===== config.mk =====
export PLATFORM = sky130hd
export DESIGN_NAME = slt_operand_stage_flat
export DESIGN_NICKNAME = d
export VERILOG_FILES = /design/src/rtl/slt_operand_stage_if.sv /design/src/rtl/slt_operand_stage.sv /design/src/flat_wrapper.sv
export SDC_FILE = /design/constraint.sdc
export NUM_CORES = 1
export LEC_CHECK = 0
export ABC_CLOCK_PERIOD_IN_PS = 2600
export CORE_UTILIZATION = 51
export DETAILED_ROUTE_END_ITERATION = 16
export PLACE_DENSITY = 0.87
export SLEW_MARGIN = 10
export SYNTH_ARGS = -nofsm -noshare
export SYNTH_HDL_FRONTEND = slang
export SYNTH_SLANG_ARGS = --single-unit

===== constraint.sdc =====
create_clock -name I_CLK -period 2.6 [get_ports I_CLK]
set_input_delay 0.39 -clock I_CLK [delete_from_list [all_inputs] [get_ports I_CLK]]
set_output_delay 0.39 -clock I_CLK [all_outputs]
set_load 0.01 [all_outputs]

===== src/rtl/slt_operand_stage_if.sv =====
// Handshake and operand bus between the decode side and the SLT operand stage.
// slave = the stage itself, master = the upstream/downstream environment driving it.
interface slt_operand_stage_if #(
  parameter int DATA_W = 32,
  parameter int IMM_W  = 12,
  parameter int RD_W   = 5
);
  logic              I_VALID;
  logic              O_READY;
  logic [DATA_W-1:0] I_RS1_DATA;
  logic [DATA_W-1:0] I_RS2_DATA;
  logic [RD_W-1:0]   I_RS1_ADDR;
  logic [RD_W-1:0]   I_RS2_ADDR;
  logic [IMM_W-1:0]  I_IMM;
  logic              I_USE_IMM;
  logic              I_UNSIGNED;
  logic [RD_W-1:0]   I_RD;
  logic              I_WB_EN;
  logic [RD_W-1:0]   I_WB_RD;
  logic [DATA_W-1:0] I_WB_DATA;
  logic              O_VALID;
  logic              I_READY;
  logic [DATA_W-1:0] O_OP_A;
  logic [DATA_W-1:0] O_OP_B;
  logic [RD_W-1:0]   O_RD;
  logic              O_UNSIGNED;

  modport slave (
    input  I_VALID, I_RS1_DATA, I_RS2_DATA, I_RS1_ADDR, I_RS2_ADDR, I_IMM,
           I_USE_IMM, I_UNSIGNED, I_RD, I_WB_EN, I_WB_RD, I_WB_DATA, I_READY,
    output O_READY, O_VALID, O_OP_A, O_OP_B, O_RD, O_UNSIGNED
  );

  modport master (
    output I_VALID, I_RS1_DATA, I_RS2_DATA, I_RS1_ADDR, I_RS2_ADDR, I_IMM,
           I_USE_IMM, I_UNSIGNED, I_RD, I_WB_EN, I_WB_RD, I_WB_DATA, I_READY,
    input  O_READY, O_VALID, O_OP_A, O_OP_B, O_RD, O_UNSIGNED
  );
endinterface


===== src/rtl/slt_operand_stage.sv =====
// Prepares SLT/SLTU/SLTI/SLTIU operands for the 32-bit signed comparator; 1 cycle latency.
// 2-entry skid buffer, O_READY comes from a flop; writeback forwarding when SLT_FWD_EN is defined.
module slt_operand_stage #(
  parameter int DATA_W = 32,
  parameter int IMM_W  = 12,
  parameter int RD_W   = 5
) (
  input logic                I_CLK,
  input logic                I_RST_N,
  input logic                I_FLUSH,
  slt_operand_stage_if.slave bus
);

  typedef struct packed {
    logic [DATA_W-1:0] op_a;
    logic [DATA_W-1:0] op_b;
    logic [RD_W-1:0]   rd;
    logic              uns;
  } op_t;

  logic [DATA_W-1:0] w_rs1;
  logic [DATA_W-1:0] w_rs2;
  logic [DATA_W-1:0] w_imm_ext;
  logic [DATA_W-1:0] w_b;
  logic [DATA_W-1:0] w_flip;
  op_t               w_in;
  logic              w_accept;
  logic              w_take;

  op_t  r_m;
  op_t  r_s;
  logic r_m_vld;
  logic r_s_vld;

`ifdef SLT_FWD_EN
  logic w_fwd1;
  logic w_fwd2;
  assign w_fwd1 = bus.I_WB_EN && (bus.I_WB_RD == bus.I_RS1_ADDR) && (bus.I_RS1_ADDR != '0);
  assign w_fwd2 = bus.I_WB_EN && (bus.I_WB_RD == bus.I_RS2_ADDR) && (bus.I_RS2_ADDR != '0)
                  && !bus.I_USE_IMM;
  assign w_rs1  = w_fwd1 ? bus.I_WB_DATA : bus.I_RS1_DATA;
  assign w_rs2  = w_fwd2 ? bus.I_WB_DATA : bus.I_RS2_DATA;
`else
  logic w_unused;
  assign w_unused = &{1'b0, bus.I_RS1_ADDR, bus.I_RS2_ADDR, bus.I_WB_EN, bus.I_WB_RD,
                      bus.I_WB_DATA};
  assign w_rs1    = bus.I_RS1_DATA;
  assign w_rs2    = bus.I_RS2_DATA;
`endif

  // SLTIU still sign-extends; flipping the MSB turns the signed compare into unsigned
  assign w_imm_ext = {{(DATA_W-IMM_W){bus.I_IMM[IMM_W-1]}}, bus.I_IMM};
  assign w_b       = bus.I_USE_IMM ? w_imm_ext : w_rs2;
  assign w_flip    = {bus.I_UNSIGNED, {(DATA_W-1){1'b0}}};

  assign w_in.op_a = w_rs1 ^ w_flip;
  assign w_in.op_b = w_b ^ w_flip;
  assign w_in.rd   = bus.I_RD;
  assign w_in.uns  = bus.I_UNSIGNED;

  assign w_accept = bus.I_VALID && !r_s_vld;
  assign w_take   = r_m_vld && bus.I_READY;

  always_ff @(posedge I_CLK or negedge I_RST_N) begin
    if (!I_RST_N) begin
      r_m     <= '0;
      r_s     <= '0;
      r_m_vld <= 1'b0;
      r_s_vld <= 1'b0;
    end else if (I_FLUSH) begin
      r_m_vld <= 1'b0;
      r_s_vld <= 1'b0;
    end else if (!r_m_vld || w_take) begin
      if (r_s_vld) begin
        r_m     <= r_s;
        r_m_vld <= 1'b1;
        r_s_vld <= w_accept;
        if (w_accept) r_s <= w_in;
      end else begin
        r_m_vld <= w_accept;
        if (w_accept) r_m <= w_in;
      end
    end else if (w_accept) begin
      r_s     <= w_in;
      r_s_vld <= 1'b1;
    end
  end

  assign bus.O_READY    = !r_s_vld;
  assign bus.O_VALID    = r_m_vld;
  assign bus.O_OP_A     = r_m.op_a;
  assign bus.O_OP_B     = r_m.op_b;
  assign bus.O_RD       = r_m.rd;
  assign bus.O_UNSIGNED = r_m.uns;

endmodule

===== src/flat_wrapper.sv =====
// flat-port wrapper written by rule: the top's interface ports become plain ports
module slt_operand_stage_flat 
#(
  parameter int DATA_W = 32,
  parameter int IMM_W  = 12,
  parameter int RD_W   = 5
)
  (I_CLK, I_RST_N, I_FLUSH, bus_I_VALID, bus_I_RS1_DATA, bus_I_RS2_DATA, bus_I_RS1_ADDR, bus_I_RS2_ADDR, bus_I_IMM, bus_I_USE_IMM, bus_I_UNSIGNED, bus_I_RD, bus_I_WB_EN, bus_I_WB_RD, bus_I_WB_DATA, bus_I_READY, bus_O_READY, bus_O_VALID, bus_O_OP_A, bus_O_OP_B, bus_O_RD, bus_O_UNSIGNED);
  slt_operand_stage_if #(.DATA_W(DATA_W), .IMM_W(IMM_W), .RD_W(RD_W)) bus_i ();
  input logic I_CLK;
  input logic I_RST_N;
  input logic I_FLUSH;
  input wire logic [$bits(bus_i.I_VALID)-1:0] bus_I_VALID;
  input wire logic [$bits(bus_i.I_RS1_DATA)-1:0] bus_I_RS1_DATA;
  input wire logic [$bits(bus_i.I_RS2_DATA)-1:0] bus_I_RS2_DATA;
  input wire logic [$bits(bus_i.I_RS1_ADDR)-1:0] bus_I_RS1_ADDR;
  input wire logic [$bits(bus_i.I_RS2_ADDR)-1:0] bus_I_RS2_ADDR;
  input wire logic [$bits(bus_i.I_IMM)-1:0] bus_I_IMM;
  input wire logic [$bits(bus_i.I_USE_IMM)-1:0] bus_I_USE_IMM;
  input wire logic [$bits(bus_i.I_UNSIGNED)-1:0] bus_I_UNSIGNED;
  input wire logic [$bits(bus_i.I_RD)-1:0] bus_I_RD;
  input wire logic [$bits(bus_i.I_WB_EN)-1:0] bus_I_WB_EN;
  input wire logic [$bits(bus_i.I_WB_RD)-1:0] bus_I_WB_RD;
  input wire logic [$bits(bus_i.I_WB_DATA)-1:0] bus_I_WB_DATA;
  input wire logic [$bits(bus_i.I_READY)-1:0] bus_I_READY;
  output wire logic [$bits(bus_i.O_READY)-1:0] bus_O_READY;
  output wire logic [$bits(bus_i.O_VALID)-1:0] bus_O_VALID;
  output wire logic [$bits(bus_i.O_OP_A)-1:0] bus_O_OP_A;
  output wire logic [$bits(bus_i.O_OP_B)-1:0] bus_O_OP_B;
  output wire logic [$bits(bus_i.O_RD)-1:0] bus_O_RD;
  output wire logic [$bits(bus_i.O_UNSIGNED)-1:0] bus_O_UNSIGNED;
  assign bus_i.I_VALID = bus_I_VALID;
  assign bus_i.I_RS1_DATA = bus_I_RS1_DATA;
  assign bus_i.I_RS2_DATA = bus_I_RS2_DATA;
  assign bus_i.I_RS1_ADDR = bus_I_RS1_ADDR;
  assign bus_i.I_RS2_ADDR = bus_I_RS2_ADDR;
  assign bus_i.I_IMM = bus_I_IMM;
  assign bus_i.I_USE_IMM = bus_I_USE_IMM;
  assign bus_i.I_UNSIGNED = bus_I_UNSIGNED;
  assign bus_i.I_RD = bus_I_RD;
  assign bus_i.I_WB_EN = bus_I_WB_EN;
  assign bus_i.I_WB_RD = bus_I_WB_RD;
  assign bus_i.I_WB_DATA = bus_I_WB_DATA;
  assign bus_i.I_READY = bus_I_READY;
  assign bus_O_READY = bus_i.O_READY;
  assign bus_O_VALID = bus_i.O_VALID;
  assign bus_O_OP_A = bus_i.O_OP_A;
  assign bus_O_OP_B = bus_i.O_OP_B;
  assign bus_O_RD = bus_i.O_RD;
  assign bus_O_UNSIGNED = bus_i.O_UNSIGNED;
  slt_operand_stage #(.DATA_W(DATA_W), .IMM_W(IMM_W), .RD_W(RD_W)) u_core (.I_CLK(I_CLK), .I_RST_N(I_RST_N), .I_FLUSH(I_FLUSH), .bus(bus_i));
endmodule

==> summary by stage, run 1 <==
Status
The flow ran to the end, and the final reports show no timing, DRC or antenna violations.

Route
The count of nets left with antenna violations once routing finished came out at 0. The overall via count from detail_route is 4653. After the first detailed-routing iteration, the DRC count stood at 260. The number of iterations in the first detailed-routing pass is 4. The mean routed wirelength per cell is 17.67 um.

The final layout contains routed wiring with a total length of 15.54 mm. After detailed routing, the number of remaining DRC violations is 0. Dividing the detail-routed via count by the number of cells gives 5.294.

Pwr
Of the total power, registers draw 42.9%. The share of total power dissipated in the clock network is 35.5%. The worst IR drop on VDD is 394.4 uV. In this run the power spent charging and discharging nets is 1.785 mW. The internal portion of the total power is 5.204 mW. The power density of the placed cells is 776.7 nW/um^2. The analysis attributes to cell leakage a power of 4.154 nW. The portion of total power attributed to combinational logic is 21.6%. Net switching is 25.54% of the power.

The design draws 6.990 mW.

Floorplanning
In this run the count of I/O pins placed on the die edge is 208. The placeable core area is 12670 um^2. The die covers 13480 um^2. The floorplan step set the die width to 116.1 um.

The height of the die is 116.1 um. For this configuration, the core starts out at a cell density of 52.39%. The number of rows in the core area is 41.

Place
Before CTS, the worst setup slack after placement is 0.5496 ns. The congestion estimate from routability-driven global placement came to 0.7185. Port buffering added 159 buffers. The instance count after placement with tap cells included is 846.

The standard cell area after detailed placement is 8379 um^2. Once detailed placement completed, the half-perimeter wirelength came to 10.35 mm.

Global route
The first-pass GRT wire length is 25.13 mm. The number of antenna violations at the first check in global routing is 0. The global routing usage summed across all routing layers is 24.77%. The via count of the first global-routing pass is 5029. The pin count of the biggest net entering global routing is 59. Summed over all layers, the global routing overflow is 0.

STA
The actual transition at the worst max-transition pin is 0.6203 ns. The sum of negative setup slack is 0 ns. The worst path uses 86.92% of the clock period. The relative slew slack is 58.65%. The final hold violation count came to 0.

Across all hold checks on the routed design, the worst slack comes to 0.4907 ns. The worst path meets setup with 0.3400 ns of slack. Subtracting the final worst setup slack from the clock period gives 2.260 ns.

The number of max-slew violations in the final report was 0. The final-report setup violation count is 0. For this run, the top clock speed supported by timing is 442.5 MHz. For the final database, setup skew stands at 0.006013 ns. Setup repair after global routing left no endpoint under its margin.

Worst hold path
Counting instances, the worst hold path has a depth of 1. The launch instance of the worst min-delay path is u_core.bus.O_OP_B[29]. The worst hold path belongs to the class register to register. The end point of the most critical hold path is u_core.bus.O_OP_B[29].

Synthesis
Of all flip-flops after synthesis, the portion carrying an async set or reset was 100.0%. The synthesized flop and latch total is 142. For this run, the leading register cell type out of synthesis is dfrtp_1. The netlist area before placement is 6639 um^2.

The net count after synthesis is 677. Counting every instance in the synthesized netlist gives 541. The number of flops mapped to enable cells by yosys is 0.

The fraction of the yosys area taken by sequential cells is 53.52%. The yosys synthesis warning count is 0. The distinct cell type count of the synthesized netlist is 26. The synthesized area per cell is 12.27 um^2.

Layout
The final layout contains 830 nets. The final cell area excluding filler cells is 8999 um^2. The final antenna diode count is 0. The final instance count without filler cells is 879. The fraction of layout cells with a size suffix above 1 is 16.55%.

The library cell used most frequently in the layout, excluding fill and tap cells, is clkdlybuf4s50_1. The post-layout utilization of the core is 71.02%. In the layout the commonest cells are clkdlybuf4s50_1, dfrtp_1, mux2i_1, o21ai_0, mux2_4.

The layout overhead on the synthesized area is 35.54%.

Run
The tool flagged a number of max-cap violations equal to 0.

Setup path
Data arrives at the worst endpoint at 1.87 ns. In this run the register-to-register setup slack is 0.73 ns. The element type at the critical path start is a register.

The number of cell instances on the worst register-to-register path is 4. The kind of critical path is register to primary output. The required time of the critical path is 2.21 ns. The endpoint identified for the worst register-to-register timing path is u_core.r_s[66]. The worst setup path is captured at a primary output. In this run the worst path has a maximum fanout of 49. The start of the worst register-to-register path is u_core.r_s_vld.

Clocking
TritonCTS built the clock tree. The clock edge transition at the registers on the reported setup and hold paths is 0.06 ns. In this run, CTS created clock tree buffers numbering 17. The H-tree generated during clock tree synthesis spans 4 levels. The maximum count of clock buffers along a single path is 2. Once the clock tree was built, the setup fixing pass inserted 0 buffers.

The number of clock sinks is 142. The later pin in the worst-skew pair is clocked with a latency of 0.42 ns. Clock tree synthesis selected as its root buffer the cell clkbuf_16.
cell families after synthesis:
family,Yosys count,share of synthesized area [%]
muxes,171,29.17
xor gates and xnor gates,2,0.2639
AOI/OAI and AO/OA,110,8.537
and+or+nand+nor,42,2.865
DFF,142,53.52
buffers and inverters,74,5.635
Yosys cell counts, drive strengths merged (2+ instances only):
cell type / number / share of area [%]
buf: 25 / 2.8
dfrtp: 142 / 54
o21ai: 107 / 8.1
mux2i: 102 / 15
mux2: 69 / 14
clkbuf: 15 / 0.90
nand2b: 2 / 0.19
nand2: 32 / 1.8
nor2: 4 / 0.30
inv: 34 / 1.9
cell type report:
class                   count  area, um^2
fillers                   878        3672
flip-flops and latches    142        3557
multi-input cells         325        2724
repair buffers            174        1765
clock buffers              21       470.5
well taps                 172       215.2
clock inverters            11       138.9
inverters                  34       127.6
power by group through the flow:
stage	sequential (mW)	clock (mW)	combinational (mW)
after floorplan	3.05	0	0.671
after global placement	2.98	0	1.45
after detailed placement	3.02	0	1.52
after CTS	3.00	2.53	1.53
after global routing	3.06	2.62	1.64
final	3.00	2.48	1.51
worst max-delay path, cell delays in order (launching register included):
cell	delay (ns)
dfrtp_4	0.82
inv_1	0.11
clkdlybuf4s50_1	0.52
metal layers:
| metal | wire (um) | vias up | track usage, % |
|---|---|---|---|
| li1 | - | 2170 | - |
| met1 | 6442 | 2323 | 29.29 |
| met2 | 7908 | 137 | 42.82 |
| met3 | 921 | 23 | 6.642 |
| met4 | 262 | 0 | 10.34 |
| met5 | 0 | - | 0 |
flip-flops by register name, indices dropped and copies added (netlist names):
register and count:
u_core.bus.O_OP_A 32, u_core.bus.O_RD 5, u_core.r_s_vld 1, u_core.bus.O_VALID 1
u_core.bus.O_OP_B 32, u_core.bus.O_UNSIGNED 1, u_core.r_s 70
how the worst max path moves through the flow:
stage	startpoint	endpoint	slack, ns	depth (start not counted)
global route	u_core.r_s_vld	bus_O_READY	0.21	2
finish	u_core.r_s_vld	bus_O_READY	0.34	2
floorplan	bus_I_USE_IMM	u_core.bus.O_OP_B[15]	1.19	5
detailed placement	bus_I_READY	u_core.r_s[65]	0.55	5
CTS	u_core.r_s_vld	bus_O_READY	0.28	2
global placement	bus_I_READY	u_core.r_s[68]	0.57	5
repair_timing:
item / in CTS / in global routing
gates resized for setup: 0 / 0
hold endpoints to repair: 52 / 0
setup endpoints to repair: 0 / 0
hold buffers: 1 / 0
Note: power is estimated with default switching activity, not from simulation.
==> run 2: changes to the inputs <==
- ABC_CLOCK_PERIOD_IN_PS: 2600 -> 2150
- CORE_UTILIZATION: 51 -> 47
- GPL_TIMING_DRIVEN: default -> 0
- PLACE_DENSITY: 0.87 -> 0.81
- clock period: 2.6 -> 2.15 ns (I/O delays scaled with it)
==> run 2 against run 1 <==
Worst setup slack lost 0.084 ns. First-iteration DRC count up 6.9%. Final cell count grew 3.9%. Combinational power rose by 21%. Critical path depth up 1. Flip-flop and latch count stayed put. Global-route usage shrank 2.6 points. Sequential share of layout area shrank 0.37 points.
==> summary by stage, run 2 (synthesis results as in run 1) <==
Status
The flow ran to the end, and the final reports show no timing, DRC or antenna violations.

Setup path
The critical path goes through buf_4, inv_1, clkdlybuf4s50_1. Among all stages on the critical path, the largest delay is contributed by clkdlybuf4s50_1. The setup path with the least slack is of type register to primary output. At the worst endpoint, the arrival time is 1.57 ns.

The element type at the critical path start is a register. The critical path's largest stage delay is 0.57 ns. The type of destination of the critical path is a primary output.

The highest net fanout along the worst path is 7. Data on the critical path is required at its endpoint by 1.83 ns.

STA
The final hold violation count was 0. The highest clock frequency the design can meet is 528.1 MHz. On the final layout, the worst hold slack is 0.4383 ns.

Setup repair after global routing left no endpoint under its margin. The smallest setup slack after layout is 0.2562 ns. The number of max-slew violations in the final report is 0. Dividing the final minimum period by the clock period gives 88.08%. The sum of negative setup slack is 0 ns. Setup violations remaining at the end of the flow were counted as 0. The relative slew slack is 66.09%. The setup clock skew after layout is 0.005616 ns.

At the pin with the least slew margin, the transition time is 0.5087 ns. The worst path needs 1.894 ns of the cycle, external delays included.

Global route
The global routing usage summed across all routing layers is 22.15%. The first-pass GRT wire length is 25.05 mm. Entering global routing, the biggest net connects 93 pins. The total congestion overflow after global routing is 0. The number of antenna violations at the first check in global routing was 0. The via count of the first global-routing pass is 5060.

Layout
The register with the most flip-flops in the layout has 70 of them. The final instance count without filler cells is 913. The library cells used most frequently in the layout, excluding fill and tap cells, are clkdlybuf4s50_1, dfrtp_1, mux2i_1, o21ai_0, mux2_4. For this run, the share of the core covered by cells in the final layout is 65.63%. Relative to the synthesized area, the layout overhead comes to 36.69%. The commonest non-fill, non-tap cell in the layout is clkdlybuf4s50_1. The fraction of layout cells with a size suffix above 1 is 17.19%. The final cell area excluding filler cells is 9075 um^2. Counting flops per register, the top entry is u_core.r_s.

In the final design database the tool counted 856 nets. The total of fill cells in the finished design is 1064. The final antenna diode count is 0.

Floorplanning
The placeable core area is 13830 um^2. The height of the die is 120.9 um. During I/O placement, the number of pins put on the boundary was 208. The width of the die is 120.9 um. The number of rows in the core area is 43.

The die covers 14600 um^2. Once the floorplan was initialized, standard cells occupied 48.01% of the core.

Route
The met3 wire length is 913 um. The routed length on met1 is 7.040 mm. The final antenna-violating net count is 0. The average via count per standard cell is 5.214. In the routed design, unresolved DRC markers number 0. The mean routed wirelength per cell is 17.14 um. In the detailed route, the total length drawn on met2 is 7.504 mm. The number of iterations in the first detailed-routing pass is 5. Summed over all layers, the routed wires come to 15.65 mm. In this run the top signal layer used is met4. The routed layout has 4760 vias. The first routing iteration left 278 violations.

Pwr
Total power for the finished layout comes to 8.353 mW. The worst IR drop on VDD is 451.0 uV. The analysis attributes to cell leakage a power of 4.212 nW. The power density of the placed cells is 920.4 nW/um^2.

Clocking
The post-CTS setup repair buffer count is 0. CTS placed an instance of clkbuf_16 at the clock tree root. The clock tree from TritonCTS is built. The number of clock sinks is 142. The clock edge transition at the registers on the reported setup and hold paths is 0.05 ns. The clock reaches the later pin of the worst-skew pair after 0.41 ns. The maximum count of clock buffers along a single path is 2.

The H-tree depth is 4. The number of clock buffers added by TritonCTS is 17. Post-CTS repair changed the size of 0 cells.

Place
Including well taps, the total number of placed cells is 880. The final RePlAce weighted congestion is 0.7684. The count of input and output buffers is 158. The sum of net half-perimeters after detailed placement is 10.92 mm. Once placement finished, the instance area stood at 8474 um^2. OpenSTA, run right after detailed placement, puts the worst setup slack at 0.03182 ns.

Worst hold path
In this run the worst hold path is classified as primary input to async pin.

Run
Max-cap violations in this run came to 0.
==> run 2: cell type report <==
type	count	area (um^2)	share of cell area [%]
well taps	180	225.2	2.482
multi-input cells	325	2711	29.88
repair buffers	160	1620	17.85
clock inverters	5	77.57	0.8548
inverters	34	127.6	1.406
clock buffers	27	513.0	5.653
flip-flops and latches	142	3553	39.16
plain buffers	40	246.5	2.716
==> run 2: per-layer routing <==
| layer | vias up | track usage, % |
|---|---|---|
| li1 | 2228 | - |
| met1 | 2386 | 27.76 |
| met2 | 127 | 36.71 |
| met3 | 19 | 6.767 |
| met4 | 0 | 6.713 |
| met5 | - | 0 |
==> run 2: worst max-delay path: cells and delay by family (launching register included) <==
kind,cells,cell delay (ns)
buffers and inverters,3,0.81
DFF,1,0.35
==> run 2: power by group <==
| part | switching [mW] | internal (mW) | leakage (nW) | total, mW |
|---|---|---|---|---|
| combinational | 0.715 | 1.12 | 2.23 | 1.83 |
| sequential | 0.334 | 3.28 | 1.69 | 3.61 |
| clock | 1.05 | 1.86 | 0.288 | 2.91 |
| total | 2.10 | 6.25 | 4.21 | 8.35 |
==> run 2: repair_timing <==
action	4_1_cts	5_1_grt
hold buffers	1	0
hold endpoints to repair	50	0
setup endpoints to repair	0	0
==> run 2: worst paths after layout <==
path / start / to / slack (ns) / depth (start not counted)
max in group asynchronous: I_RST_N / u_core.r_s[3] / 0.86 / 3
worst max-delay path: u_core.r_s_vld / bus_O_READY / 0.26 / 3
worst min register to register: u_core.bus.O_OP_B[3] / u_core.bus.O_OP_B[3] / 0.49 / 1
worst min-delay path: I_RST_N / u_core.r_s[25] / 0.44 / 2
min in group I_CLK: bus_I_USE_IMM / u_core.r_s[19] / 0.44 / 3
worst max register to register: u_core.bus.O_VALID / u_core.r_s[3] / 0.51 / 4
==> run 3: changes to the inputs <==
- CORE_MARGIN: default -> 1
==> results of run 3 <==
Final layout, timing and power as in run 2 (identical DEF).
